===== config.mk =====
export PLATFORM = sky130hd
export DESIGN_NAME = reu_dma_slot
export DESIGN_NICKNAME = d
export VERILOG_FILES = /design/src/rtl/c64_bus_pkg.sv /design/src/rtl/reu_dma_slot_phase_window.sv /design/src/rtl/reu_dma_slot.sv
export SDC_FILE = /design/constraint.sdc
export NUM_CORES = 1
export LEC_CHECK = 0
export ABC_CLOCK_PERIOD_IN_PS = 2040
export BUFFER_PORTS_ARGS = -buffer_cell sky130_fd_sc_hd__buf_2
export CAP_MARGIN = 20
export CORE_AREA = 5 5 46 68
export CTS_BUF_LIST = sky130_fd_sc_hd__clkbuf_2 sky130_fd_sc_hd__clkbuf_4 sky130_fd_sc_hd__clkbuf_8
export DETAILED_ROUTE_END_ITERATION = 8
export DIE_AREA = 0 0 51 73
export GPL_TIMING_DRIVEN = 1
export PLACE_DENSITY_LB_ADDON = 0.08
export RECOVER_POWER = 100
export REMOVE_ABC_BUFFERS = 1
export SYNTH_ARGS = -nofsm -noshare
export SYNTH_HDL_FRONTEND = slang
export SYNTH_SLANG_ARGS = --single-unit

===== constraint.sdc =====
create_clock -name clk -period 2.04 [get_ports clk]
set_clock_uncertainty 0.15 [all_clocks]
set_input_delay 0.408 -clock clk [delete_from_list [all_inputs] [get_ports clk]]
set_output_delay 0.408 -clock clk [all_outputs]
set_load 0.03 [all_outputs]

===== src/rtl/c64_bus_pkg.sv =====
// c64_bus_pkg: C64 cycle phase constants and REU DMA slot state encoding.
package c64_bus_pkg;
    localparam int PHASE_LEN     = 32;
    localparam int DMA_WIN_START = 16;
    localparam int DMA_WIN_LEN   = 16;
    localparam int RAM_WIN_START = 4;
    localparam int RAM_WIN_LEN   = 4;
    localparam int BA_DELAY      = 3;
    localparam int PH_W          = $clog2(PHASE_LEN);
    localparam int CNT_W         = $clog2(BA_DELAY + 1);
    typedef enum logic [1:0] {IDLE, STALL, GRANT} dma_state_e;
endpackage


===== src/rtl/reu_dma_slot_phase_window.sv =====
// phase_window: flags phases start..start+len-1 of a C64 cycle.
module phase_window
    import c64_bus_pkg::*;
(
    input  logic [PH_W-1:0] ph,
    input  logic [PH_W-1:0] start,
    input  logic [PH_W:0]   len,
    output logic            active
);
    assign active = ({1'b0, ph} >= {1'b0, start}) && ({1'b0, ph} < {1'b0, start} + len);
endmodule


===== src/rtl/reu_dma_slot.sv =====
// reu_dma_slot: turns REU dma_req into a CPU stall plus per-cycle C64 bus and SDRAM grant windows.
module reu_dma_slot
    import c64_bus_pkg::*;
(
    input  logic        clk,
    input  logic        reset,
    input  logic        cycle_sync,
    input  logic        dma_req,
    input  logic [15:0] dma_addr,
    input  logic [7:0]  dma_dout,
    input  logic        dma_we,
    output logic        dma_cycle,
    output logic [7:0]  dma_din,
    output logic        ram_cycle,
    input  logic        vic_ba,
    output logic        cpu_rdy,
    output logic [15:0] bus_addr,
    output logic [7:0]  bus_dout,
    output logic        bus_we,
    output logic        bus_oe,
    input  logic [7:0]  bus_din
);
    dma_state_e       state_q, state_d;
    logic [PH_W-1:0]  ph_q, ph_d;
    logic [CNT_W-1:0] cnt_q, cnt_d;
    logic             sat_q, sat_d, ba_ok_q, ba_ok_d, cpu_rdy_q, cpu_rdy_d;
    logic             dma_cycle_q, dma_cycle_d, ram_cycle_q, ram_cycle_d;
    logic [7:0]       dma_din_q, dma_din_d;
    logic             dma_win, ram_win;

    phase_window u_dma_win (.ph(ph_d), .start(PH_W'(DMA_WIN_START)), .len((PH_W+1)'(DMA_WIN_LEN)), .active(dma_win));
    phase_window u_ram_win (.ph(ph_d), .start(PH_W'(RAM_WIN_START)), .len((PH_W+1)'(RAM_WIN_LEN)), .active(ram_win));

    always_comb begin
        ph_d        = cycle_sync ? '0 : (ph_q == PH_W'(PHASE_LEN - 1)) ? ph_q : ph_q + PH_W'(1);
        // sat marks a lost cycle_sync: the held last phase must not keep a window open
        sat_d       = cycle_sync ? 1'b0 : (sat_q || ph_q == PH_W'(PHASE_LEN - 1));
        ba_ok_d     = cycle_sync ? vic_ba : ba_ok_q;
        state_d     = state_q;
        cnt_d       = cnt_q;
        cpu_rdy_d   = cpu_rdy_q;
        case (state_q)
            IDLE: begin
                if (dma_req) begin
                    state_d   = STALL;
                    cnt_d     = CNT_W'(BA_DELAY);
                    cpu_rdy_d = 1'b0;
                end else if (cycle_sync) begin
                    cpu_rdy_d = 1'b1;
                end
            end
            STALL: begin
                if (!dma_req) begin
                    state_d   = IDLE;
                    cpu_rdy_d = 1'b1;
                end else if (cycle_sync) begin
                    if (cnt_q == '0) state_d = GRANT;
                    else cnt_d = cnt_q - CNT_W'(1);
                end
            end
            GRANT: begin
                if (!dma_req) state_d = IDLE;
            end
            default: state_d = IDLE;
        endcase
        dma_cycle_d = (state_d == GRANT) && ba_ok_d && !sat_d && dma_win;
        ram_cycle_d = (state_d == GRANT) && !sat_d && ram_win;
        dma_din_d   = dma_cycle_q ? bus_din : dma_din_q;
    end

    always_ff @(posedge clk) begin
        if (reset) begin
            state_q     <= IDLE;
            ph_q        <= '0;
            cnt_q       <= '0;
            sat_q       <= 1'b0;
            ba_ok_q     <= 1'b0;
            cpu_rdy_q   <= 1'b1;
            dma_cycle_q <= 1'b0;
            ram_cycle_q <= 1'b0;
            dma_din_q   <= '0;
        end else begin
            state_q     <= state_d;
            ph_q        <= ph_d;
            cnt_q       <= cnt_d;
            sat_q       <= sat_d;
            ba_ok_q     <= ba_ok_d;
            cpu_rdy_q   <= cpu_rdy_d;
            dma_cycle_q <= dma_cycle_d;
            ram_cycle_q <= ram_cycle_d;
            dma_din_q   <= dma_din_d;
        end
    end

    assign dma_cycle = dma_cycle_q;
    assign ram_cycle = ram_cycle_q;
    assign cpu_rdy   = cpu_rdy_q;
    assign dma_din   = dma_din_q;
    assign bus_oe    = dma_cycle_q;
    assign bus_we    = dma_we & dma_cycle_q;
    assign bus_addr  = dma_cycle_q ? dma_addr : 16'h0000;
    assign bus_dout  = dma_cycle_q ? dma_dout : 8'h00;
endmodule


== Word level (Yosys, flattened, before mapping) ==
Cells that the tools add are included.

* Word-level logic and storage cells: 61
* Bits in registers: 22
* Input bits: 38
* Output and inout bits: 37

* Magnitude comparators: 4
* Bitwise logic cells: 1
* Reduce and logical (&&, ||, !) cells: 14
* Multiplexer cells: 21
* Add/subtract/negate cells: 2
* Equal/unequal tests: 10

{| class="wikitable"
|+ Operators with widths
! kind !! number
|-
| $mux W2 || 9
|-
| $mux W16 || 1
|-
| $mux W5 || 2
|-
| $ne A2 B2 Y1 const B || 5
|-
| $mux W8 || 1
|-
| $logic_and A1 B1 Y1 || 7
|-
| $lt A5 B6 Y1 const B || 1
|-
| $pmux W2 S3 || 1
|-
| $add A5 B1 Y5 const B || 1
|-
| $eq A5 B5 Y1 const B || 1
|-
| $ge A5 B3 Y1 const B || 1
|-
| $ge A5 B5 Y1 const B || 1
|-
| $lt A5 B4 Y1 const B || 1
|-
| $mux W1 || 5
|-
| $reduce_and A5 Y1 || 1
|-
| $eq A2 B2 Y1 const B || 2
|-
| $logic_not A2 Y1 || 2
|-
| $pmux W2 S2 || 1
|-
| $ne A3 B3 Y1 const B || 1
|-
| $reduce_and A3 Y1 || 1
|-
| $eq A2 B1 Y1 const B || 1
|-
| $pmux W1 S2 || 1
|-
| $reduce_bool A2 Y1 || 1
|-
| $sub A2 B1 Y2 const B || 1
|-
| other kinds (3) || 3
|}

== Logic depth before layout (Yosys ltp) ==
Gate-level depths: netlist of the first run.

* Depth in word-level cells: 9
* Depth in mapped cells: 5
* Gate-level depth less buffers: 5

== Hierarchy ==
Synthesis of the first run repeated with hierarchy kept, for this count alone.

* Cells, all modules: 227
* Area, all modules: 1906.8 sq um

{| class="wikitable"
|+ By module, submodules not included
! module !! area an instance (sq um) !! times used !! seq. area each (sq um) !! cells each
|-
| reu_dma_slot || 1098.6 || 1 || 440.4 || 125
|-
| phase_window || 404.1 || 2 || 0.0 || 51
|}

== Worst setup path before layout of the first run ==
OpenSTA, ideal clock, no wires.

* Path type: register -> output
* Start: register dma_cycle_q, in the netlist bus_oe
* End: output port bus_addr[0]
* Path buffers: 2
* Setup slack: 221 ps
* Data required time: 1482 ps
* Data arrival time: 1261 ps
* Stages on the path, launching flop included: 4
* Cells stage by stage: dfxtp_1 buf_2 buf_2 and2_1

* Word-level cells in the longest chain between the ends: 1

{| class="wikitable"
|+ RTL lines
! what !! RTL line !! source
|-
| start, declared || reu_dma_slot.sv:27 || <nowiki>logic dma_cycle_q, dma_cycle_d, ram_cycle_q, ram_cycle_d;</nowiki>
|-
| start signal, assigned || reu_dma_slot.sv:89 || <nowiki>dma_cycle_q <= dma_cycle_d;</nowiki>
|-
| $mux W16 || reu_dma_slot.sv:101 || <nowiki>assign bus_addr = dma_cycle_q ? dma_addr : 16'h0000;</nowiki>
|-
| end, declared || reu_dma_slot.sv:17 || <nowiki>output logic [15:0] bus_addr,</nowiki>
|}

No other way between the ends.

== Final worst setup path of the first run ==
* Start: register dma_cycle_q, in the netlist bus_oe
* End: output port bus_addr[7]

Same word-level chain as after synthesis.

==> flow_results.org, run 1 <==
** Power and ir drop
- Maximum VDD drop :: between 400 and 500 µV
- Leakage component of the power :: around 0.72 nW
- Overall power consumption :: 0.921 mW
- For this design the ratio of total power to cell area is 607 nW/µm².

** Floorplan
- During I/O placement, the number of pins put on the boundary was 75.
- The initial utilization of the core area, before any placement, comes to 43.0%.
- In this run the horizontal extent of the chip is 51 µm.
- Die ar. :: about 3700 µm²
- Number of rows in the core area :: 23
- Core Region :: 2560 µm²
- Measured along the y axis, the die boundary spans roughly 73 µm.

** Setup path
- Walking the worst path, the cells encountered are buf_4 > and2_1 > clkbuf_1.
- The worst setup path is launched from a flip-flop.
- Count of cell instances traversed by the critical path :: 3
- Cell with the largest stage delay on the worst path :: sky130_fd_sc_hd__dfxtp_1
- In this run the worst path has a maximum fanout of 35.
- Worst Path Required :: 1480 ps
- Buffers plus inverters on the worst setup path :: 2
- For flop-to-flop paths, the worst setup slack is 440 ps.
- Kind of critical path :: reg -> out
- Delay-heaviest family, CP :: buffers and inverters
- The number of cells on the worst reg-to-reg path is 4.
- The most critical setup path has its startpoint at bus_oe$_SDFF_PP0_.
- In this run the critical register-to-register path is launched from ph_q[0]$_SDFF_PP0_.
- End of the worst register-to-register path :: ph_q[0]$_SDFF_PP0_
- Data arrival at the endpoint of the critical path :: between 1000 and 1500 ps
- Kind of capture point of the worst setup path :: output pin
- Longest individual stage delay on the worst path :: just over 300 ps

** Timing
- Number of hold violations in the final report :: 0
- Final slew viol count :: 0
- At the pin with the least slew margin, the transition time is 395 ps.
- Minimum period implied by the final worst setup slack :: between 1500 and 2000 ps
- Post-route fraction of the period consumed by the critical path :: 92.4%
- Fmax :: between 500 and 600 MHz
- Max_slew headroom :: 73.8%
- Final-report setup violation count :: 0
- Unrepaired setup endpoints after global routing :: no
- Summed over all failing endpoints, the final setup total negative slack is 0 ps.

** Global route
- Global-route usage over all layers :: 15.1%
- Entering global routing, the biggest net connects 36 pins.
- The number of global-route vias before repair is between 1,000 and 1,500.
- Remaining global-route overflow :: 0
- Antenna violations before repair :: 0
- First-pass GRT wire length :: 4.34 mm

** Drt
- The routed layout has between 1,000 and 1,500 vias.
- Initial DRT Pass Iterations :: 4
- After detailed routing, the total wire length is around 2.8 mm.
- In the routed design, unresolved DRC markers number 0.
- Drt wl/cell :: 12.9 µm
- Dividing the detail-routed via count by the number of cells gives 4.93.
- The detail route stage leaves a number of antenna-violating nets equal to 0.
- The detailed router finished its first iteration with 21 violations.

** Layout
- Post-route cell area :: ~1500 µm²
- Register area :: 440 µm²
- After filler insertion, the fill cell instance count of the layout stands at 240.
- Util after Layout :: roughly three fifths
- Compared with the post-synthesis result, the final layout area differs by 37.6%.
- Leaving out fill and tap cells, the most frequent cell in the layout is sky130_fd_sc_hd__buf_2.
- After the flow finishes, the layout carries non-filler instances totaling between 200 and 250.
- Final antenna diode count :: 0
- Summing all multi-input logic gate instances after layout gives between 500 and 600 µm².
- Layout cell share with drive strength beyond 1 :: about a third
- In the layout the commonest cells are 48 x sky130_fd_sc_hd__buf_2, 25 x sky130_fd_sc_hd__and2_1, 22 x sky130_fd_sc_hd__dfxtp_1.
- Number of nets in the layout :: between 200 and 250

** Clock network
- Clock tree from TritonCTS :: done
- Clk Latency, worst-skew pair :: 260 ps
- Number of clock sinks :: 22
- Bufs on Longest Clock Path :: 2
- CTS resizes :: 0
- Clock-pin slew was measured on the worst setup and hold paths at ~80 ps.
- CTS buffer count :: 3
- In this run, post-CTS hold repair placed 0 buffers.
- Buffer count from post-CTS setup fixing :: 0
- Count of H-tree levels built during CTS :: 1
- CTS placed an instance of sky130_fd_sc_hd__clkbuf_8 at the clock tree root.

** Place
- Count of input and output buffers :: between 70 and 80
- Total placed instance area :: between 1000 and 1500 µm²
- The congestion estimate from routability-driven global placement came to about 0.72.
- Detailed placement HPWL :: around 2.3 mm
- After detailed placement, the design holds a cell count of between 200 and 250.

** Yosys
- The synthesized design contains 22 register bits.
- Share of the yosys chip area belonging to registers :: around two fifths
- After synthesis the cells add up to roughly 1100 µm².
- Library cell with the largest summed area after synthesis :: sky130_fd_sc_hd__dfxtp_1
- In this run the mean area of a mapped cell was about 9 µm².
- Cell types occupying the most area after synthesis :: sky130_fd_sc_hd__dfxtp_1 40%, sky130_fd_sc_hd__and2_1 14%, sky130_fd_sc_hd__mux2i_1 9.1%
- In the synthesized netlist, the number of instances is between 100 and 150.
- Fraction of synthesized cell area taken by the top area cell type :: about 40%
- Number of unique standard cell types used by synthesis :: 36
- Proportion of register bits with asynchronous set or reset after synthesis :: 0%
- Top_reg_cell synth :: sky130_fd_sc_hd__dfxtp_1
- The synthesized design contains 0 enable-type register cells.
- Yosys printed 0 warnings.

** Min path
- Hold path start :: vic_ba
- Worst hold endpoint :: ba_ok_q$_SDFF_PP0_
- Worst Hold Path Cells :: 3
- Hold crit path type :: in -> reg

** Flow run
- Max-cap violations in this run came to 0.

** Outcome
- The flow ran to the end, and the final reports show no timing, DRC or antenna violations.
==> area by class of cell <==
cell class / instances / share of cell area, %
multi-input cells: 89 / 39.2
flip-flops and latches: 22 / 29.0
repair buffers: 75 / 23.8
clock buffers: 3 / 2.72
well taps: 25 / 2.06
clock inverters: 1 / 1.98
inverters: 5 / 1.24
==> where the power goes <==
part	internal, mW	switching [mW]	total [mW]
registers	0.439	0.00706	0.446
logic	0.0417	0.0376	0.0793
clock network	0.262	0.134	0.396
==> worst min-delay path: stages <==
cell and delay [ps]:
sky130_fd_sc_hd__buf_2 70, sky130_fd_sc_hd__mux2i_1 50, sky130_fd_sc_hd__nor2_1 70
==> stage by stage <==
stage | hold slack, ps | setup slack (ps)
CTS | 235 | 239
finish | 232 | 156
floorplan | 296 | -93.3
detailed placement | 324 | 474
global placement | 309 | 561
global route | 258 | 80.2
==> worst max-delay path by stage <==
stage	to
2_1_floorplan	bus_addr[0]
3_3_place_gp	ph_q[0]$_SDFF_PP0_
3_5_place_dp	ph_q[0]$_SDFF_PP0_
4_1_cts	bus_addr[0]
5_1_grt	bus_addr[7]
6_report	bus_addr[7]
==> state kept, by name, summed over array words and instances (netlist names) <==
register / count
state_q: 2
ram_cycle: 1
cpu_rdy: 1
ba_ok_q: 1
sat_q: 1
ph_q: 5
cnt_q: 2
dma_din: 8
bus_oe: 1
==> cell usage after synthesis, drive strengths merged (3+ instances only) <==
master and count:
a21oi 5, inv 5, nor3 3, mux2i 10
dfxtp 22, and2 25, clkbuf 5, xnor2 3
nor2 13, buf 4
==> routing by layer <==
| layer | GRT usage (%) | wire length [µm] |
|---|---|---|
| met1 | 16.9 | 1110 |
| met2 | 24.4 | 1280 |
| met3 | 5.93 | 435 |
| met4 | 7.49 | 27 |
| met5 | 0 | 0 |
==> cells by family after synthesis <==
logic type / share of synthesized area [%]
DFF: 40.0
xor gates and xnor gates: 2.38
buffers and inverters: 6.13
and+or+nand+nor: 32.1
AOI/OAI and AO/OA: 8.06
muxes: 9.08
adders and majority gates: 2.27
Power figures use the tool's default switching activity.
==> run 2, diff against run 1 <==
CORE_AREA = 5 5 55 81   (was 5 5 46 68)
DIE_AREA = 0 0 60 86   (was 0 0 51 73)
SYNTH_HIERARCHICAL = 1   (was not set)
==> run 2 against run 1 <==
  * The run now ends with setup timing left
  * Core utilization is 17 points higher
  * Via count increased by 83%
  * Die area up 39%
  * Synthesized area up 73%
  * Worst hold slack got worse by 38 ps
  * Global-route usage grew 4.6 points
  * Routed wire length up 78%
  * Synthesized cell count rose by 82%
  * Critical path type is now reg -> reg
  * Critical endpoint is now bus_oe$_SDFF_PP0_
  * Highest routed layer unchanged
==> flow_results.org, run 2 <==
** Outcome
- Result of the run :: complete, but fails checks
- Failing checks :: setup timing

** Setup path
- Critical Path Source Type :: flip-flop
- Kind of critical path :: reg -> reg
- Longest individual stage delay on the worst path :: 340 ps (+30 ps)
- The number of buffers and inverters on the critical path came to 1 (-1).
- The largest individual stage delay along the critical path comes from the cell sky130_fd_sc_hd__dfxtp_2.
- Top fanout value on the critical path :: 4 (-89%)
- Walking the worst path, the cells encountered are ha_4 > nand4_1 > mux2i_1 > nor2_1 > buf_4 > ha_4 > a21boi_2 > o21ai_1 > a21oi_1 > o32a_1 > nand3b_1 > nor4_2.
- Cell occurring most often along the worst timing path :: sky130_fd_sc_hd__ha_4
- Broken down by cell family, the worst path's largest delay share belongs to compound AO/OA/AOI/OAI gates.
- The worst setup path is captured at a flip-flop.
- The worst endpoint required time was 2070 ps (+590 ps).
- The arrival time of the worst setup path was 2560 ps (+1230 ps).

** Timing
- The setup TNS after final layout is -1330 ps (-1330 ps).
- The worst hold slack was 194 ps (-38.2 ps).
- The worst-case setup margin in the final layout was -486 ps (-641 ps).
- The final-report max-slew violation count is 0 (unchanged).
- The total count of hold-check failures in the final report was 0 (unchanged).
- The fmax came to 396 MHz (-25%).
- The post-route clock period utilization came to 124% (+31 points).
- The post-layout minimum cycle time was 2530 ps (+641 ps).
- Final-report setup violation count :: 3 (+3)
- Setup repair after global routing could not meet its margin everywhere.

** Clock network
- The maximum clock insertion buffer count came to 2 (unchanged).
- The register clock-pin slew on the reported worst setup and hold paths came to 80 ps (about the same).
- The tree is rooted in a sky130_fd_sc_hd__clkbuf_8.
- The number of buffers created by CTS is 3 (unchanged).
- Clk Latency, worst-skew pair :: 270 ps (about the same)
- TritonCTS built the clock tree.
- Count of H-tree levels built during CTS :: 1 (unchanged)
- The clock sink total came to 22 (unchanged).

** Yosys
- Multiplexer share of the synthesized area :: 5.25% (-3.8 points)
- The number of synthesized register bits was 22 (unchanged).
- Most common cell in the synthesized netlist :: sky130_fd_sc_hd__ha_1
- The synthesized instance count was 227 (+82%).
- Most common library cells after synthesis :: 30 x sky130_fd_sc_hd__ha_1, 25 x sky130_fd_sc_hd__and2_1, 22 x sky130_fd_sc_hd__dfxtp_1, 22 x sky130_fd_sc_hd__nor2_1, 21 x sky130_fd_sc_hd__inv_1
- Sorting the synthesized cells by area gives the leading types as sky130_fd_sc_hd__dfxtp_1 23%, sky130_fd_sc_hd__ha_1 20%, sky130_fd_sc_hd__and2_1 8.2%.
- Summed instance area of the synthesized netlist :: 1910 µm² (+73%)
- Synthesized area per cell :: 8.40 µm² (-4.7%)
- The share of the synthesized netlist area taken by xor and xnor gates is 3.22% (+0.83 points).
- Fraction of synthesized cell area taken by the top area cell type :: 23.1% (-17 points)
- The count of distinct cell types in the synthesized netlist was 44 (+22%).
- The share of flip-flops with an asynchronous set or reset was 0% (unchanged).
- The adder and majority cell fraction of the synthesized area was 21.8% (+20 points).
- Synthesized-area fraction occupied by and/or/nand/nor cells :: 21.9% (-10 points)
- Share of the yosys chip area belonging to registers :: 23.1% (-17 points)
- The most used flip-flop cell after synthesis is sky130_fd_sc_hd__dfxtp_1.
- Number of synthesized flops with an enable pin :: 0 (unchanged)
- Complex-gate fraction of the synthesized area :: 17.6% (+9.5 points)
- Summed over all instances, the cell type with the most area after synthesis is sky130_fd_sc_hd__dfxtp_1.
- The warning count from the yosys run came to 6 (+6).
- Dominant combinational cell family by area after synthesis :: simple AND/OR/NAND/NOR gates

** Place
- Worst slack, placed :: -429 ps (-903 ps)
- The sum of net half-perimeters after detailed placement is 3.79 mm (+65%).
- Count of input and output buffers :: 74 (unchanged)
- The final estimated routing congestion in global placement was 0.754 (+5.1%).

** Drt
- Initial DRT Pass Iterations :: 4 (unchanged)
- Vias per cell :: 4.89 (-0.91%)
- Number of design rule violations left after detail routing :: 0 (unchanged)
- The overall via count from detail_route was 1,984 (+83%).
- The sum of routed wire length over all layers came to 5.06 mm (+78%).
- Initial DRC count :: 55 (+160%)
- The routed wirelength normalized by instance count was 12.5 µm (-3.7%).
- Number of nets still failing antenna checks after routing :: 0 (unchanged)

** Layout
- Most common cell after layout, fill and taps aside :: sky130_fd_sc_hd__buf_2
- Number of nets in the layout :: 434 (+84%)
- Compared with the post-synthesis result, the final layout area differs by 45.7%.
- Final antenna diode count :: 0 (unchanged)
- The proportion of layout cells with a drive suffix above 1 came to 34.2% (-0.20 points).
- Commonest non-fill, non-tap cells in the layout :: 74 x sky130_fd_sc_hd__buf_2, 38 x sky130_fd_sc_hd__conb_1, 31 x sky130_fd_sc_hd__buf_4
- The number of filler instances in the final layout is 298 (+24%).
- The number of flip-flops under the largest register name was 8 (unchanged).

** Global route
- The number of antenna violations at the first check in global routing is 0 (unchanged).
- The overall routing resource usage was 19.6% (+4.6 points).
- Remaining global-route overflow :: 0 (unchanged)
- Largest net degree at the start of global routing :: 36 (unchanged)
- The number of global-route vias before repair is 1,886 (+86%).
- First-pass GRT wire length :: 7.94 mm (+83%)

** Floorplan
- The core box area is 3650 µm² (+42%).
- The die height is 86 µm (+18%).
- I/O pin cnt :: 75 (unchanged)
- Die ar. :: 5160 µm² (+39%)
- The initial cell density of the core was 52.3% (+9.2 points).
- Number of rows in the core area :: 27 (+17%)
- The floorplan die width was 60 µm (+18%).

** Power and ir drop
- Leakage component of the power :: 1.53 nW (+110%)
- PwrDens :: 415 nW/µm² (-32%)
- Overall power consumption :: 1.15 mW (+25%)
- The highest ir drop seen on vdd is 321 µV (-30%).

** Flow run
- The number of max-cap violations is 0 (unchanged).

** Min path
- Hold crit path type :: in -> reg
==> run 2: per-stage QoR <==
step	std cells	area (µm²)	util, %
global route	406	2780	76.2
global placement	391	2570	70.3
CTS	406	2760	75.6
floorplan	254	1990	-
finish	406	2780	76.2
detailed placement	391	2570	70.3
==> run 2: kinds of logic after synthesis <==
family                     after synthesis
xor gates and xnor gates                 7
and+or+nand+nor                         74
AOI/OAI and AO/OA                       50
DFF                                     22
buffers and inverters                   30
muxes                                   10
adders and majority gates               32
other                                    2
==> run 2: metal layers <==
metal  part of all wire [%]  GRT usage [%]
met5                      0              0
met2                     52           39.5
met4                    2.7           7.86
met1                     35           18.5
met3                     10           2.56
==> run 2: power by group <==
part	switching [mW]	internal [mW]
registers	0.00526	0.439
clock network	0.141	0.262
logic	0.158	0.146
==> run 2: cell type report <==
type	instances	area [µm²]	area share, %
well taps	43	53.8	1.94
clock buffers	3	41.3	1.49
flip-flops and latches	22	443	15.9
repair buffers	105	603	21.7
clock inverters	1	30.0	1.08
multi-input cells	211	1530	55.0
inverters	21	78.8	2.84
==> run 2: final timing paths <==
kind	from	end	slack, ps	cells past startpoint
worst max-delay path	ph_q[1]$_SDFF_PP0_	bus_oe$_SDFF_PP0_	-490	12
worst min-delay path	cycle_sync	ph_q[2]$_SDFF_PP0_	190	2
worst max register to register	ph_q[1]$_SDFF_PP0_	bus_oe$_SDFF_PP0_	-490	12
worst min register to register	cnt_q[1]$_SDFFE_PP0P_	cnt_q[1]$_SDFFE_PP0P_	330	2
==> run 2: what timing repair did <==
| item | 4_1_cts | 5_1_grt |
|---|---|---|
| hold buffers | 0 | 0 |
| endpoints found under the hold margin | 0 | 0 |
| pin swaps | 6 | 5 |
| buffers inserted | 11 | 0 |
| gates resized for setup | 11 | 3 |
| setup endpoints to repair | 2 | 3 |
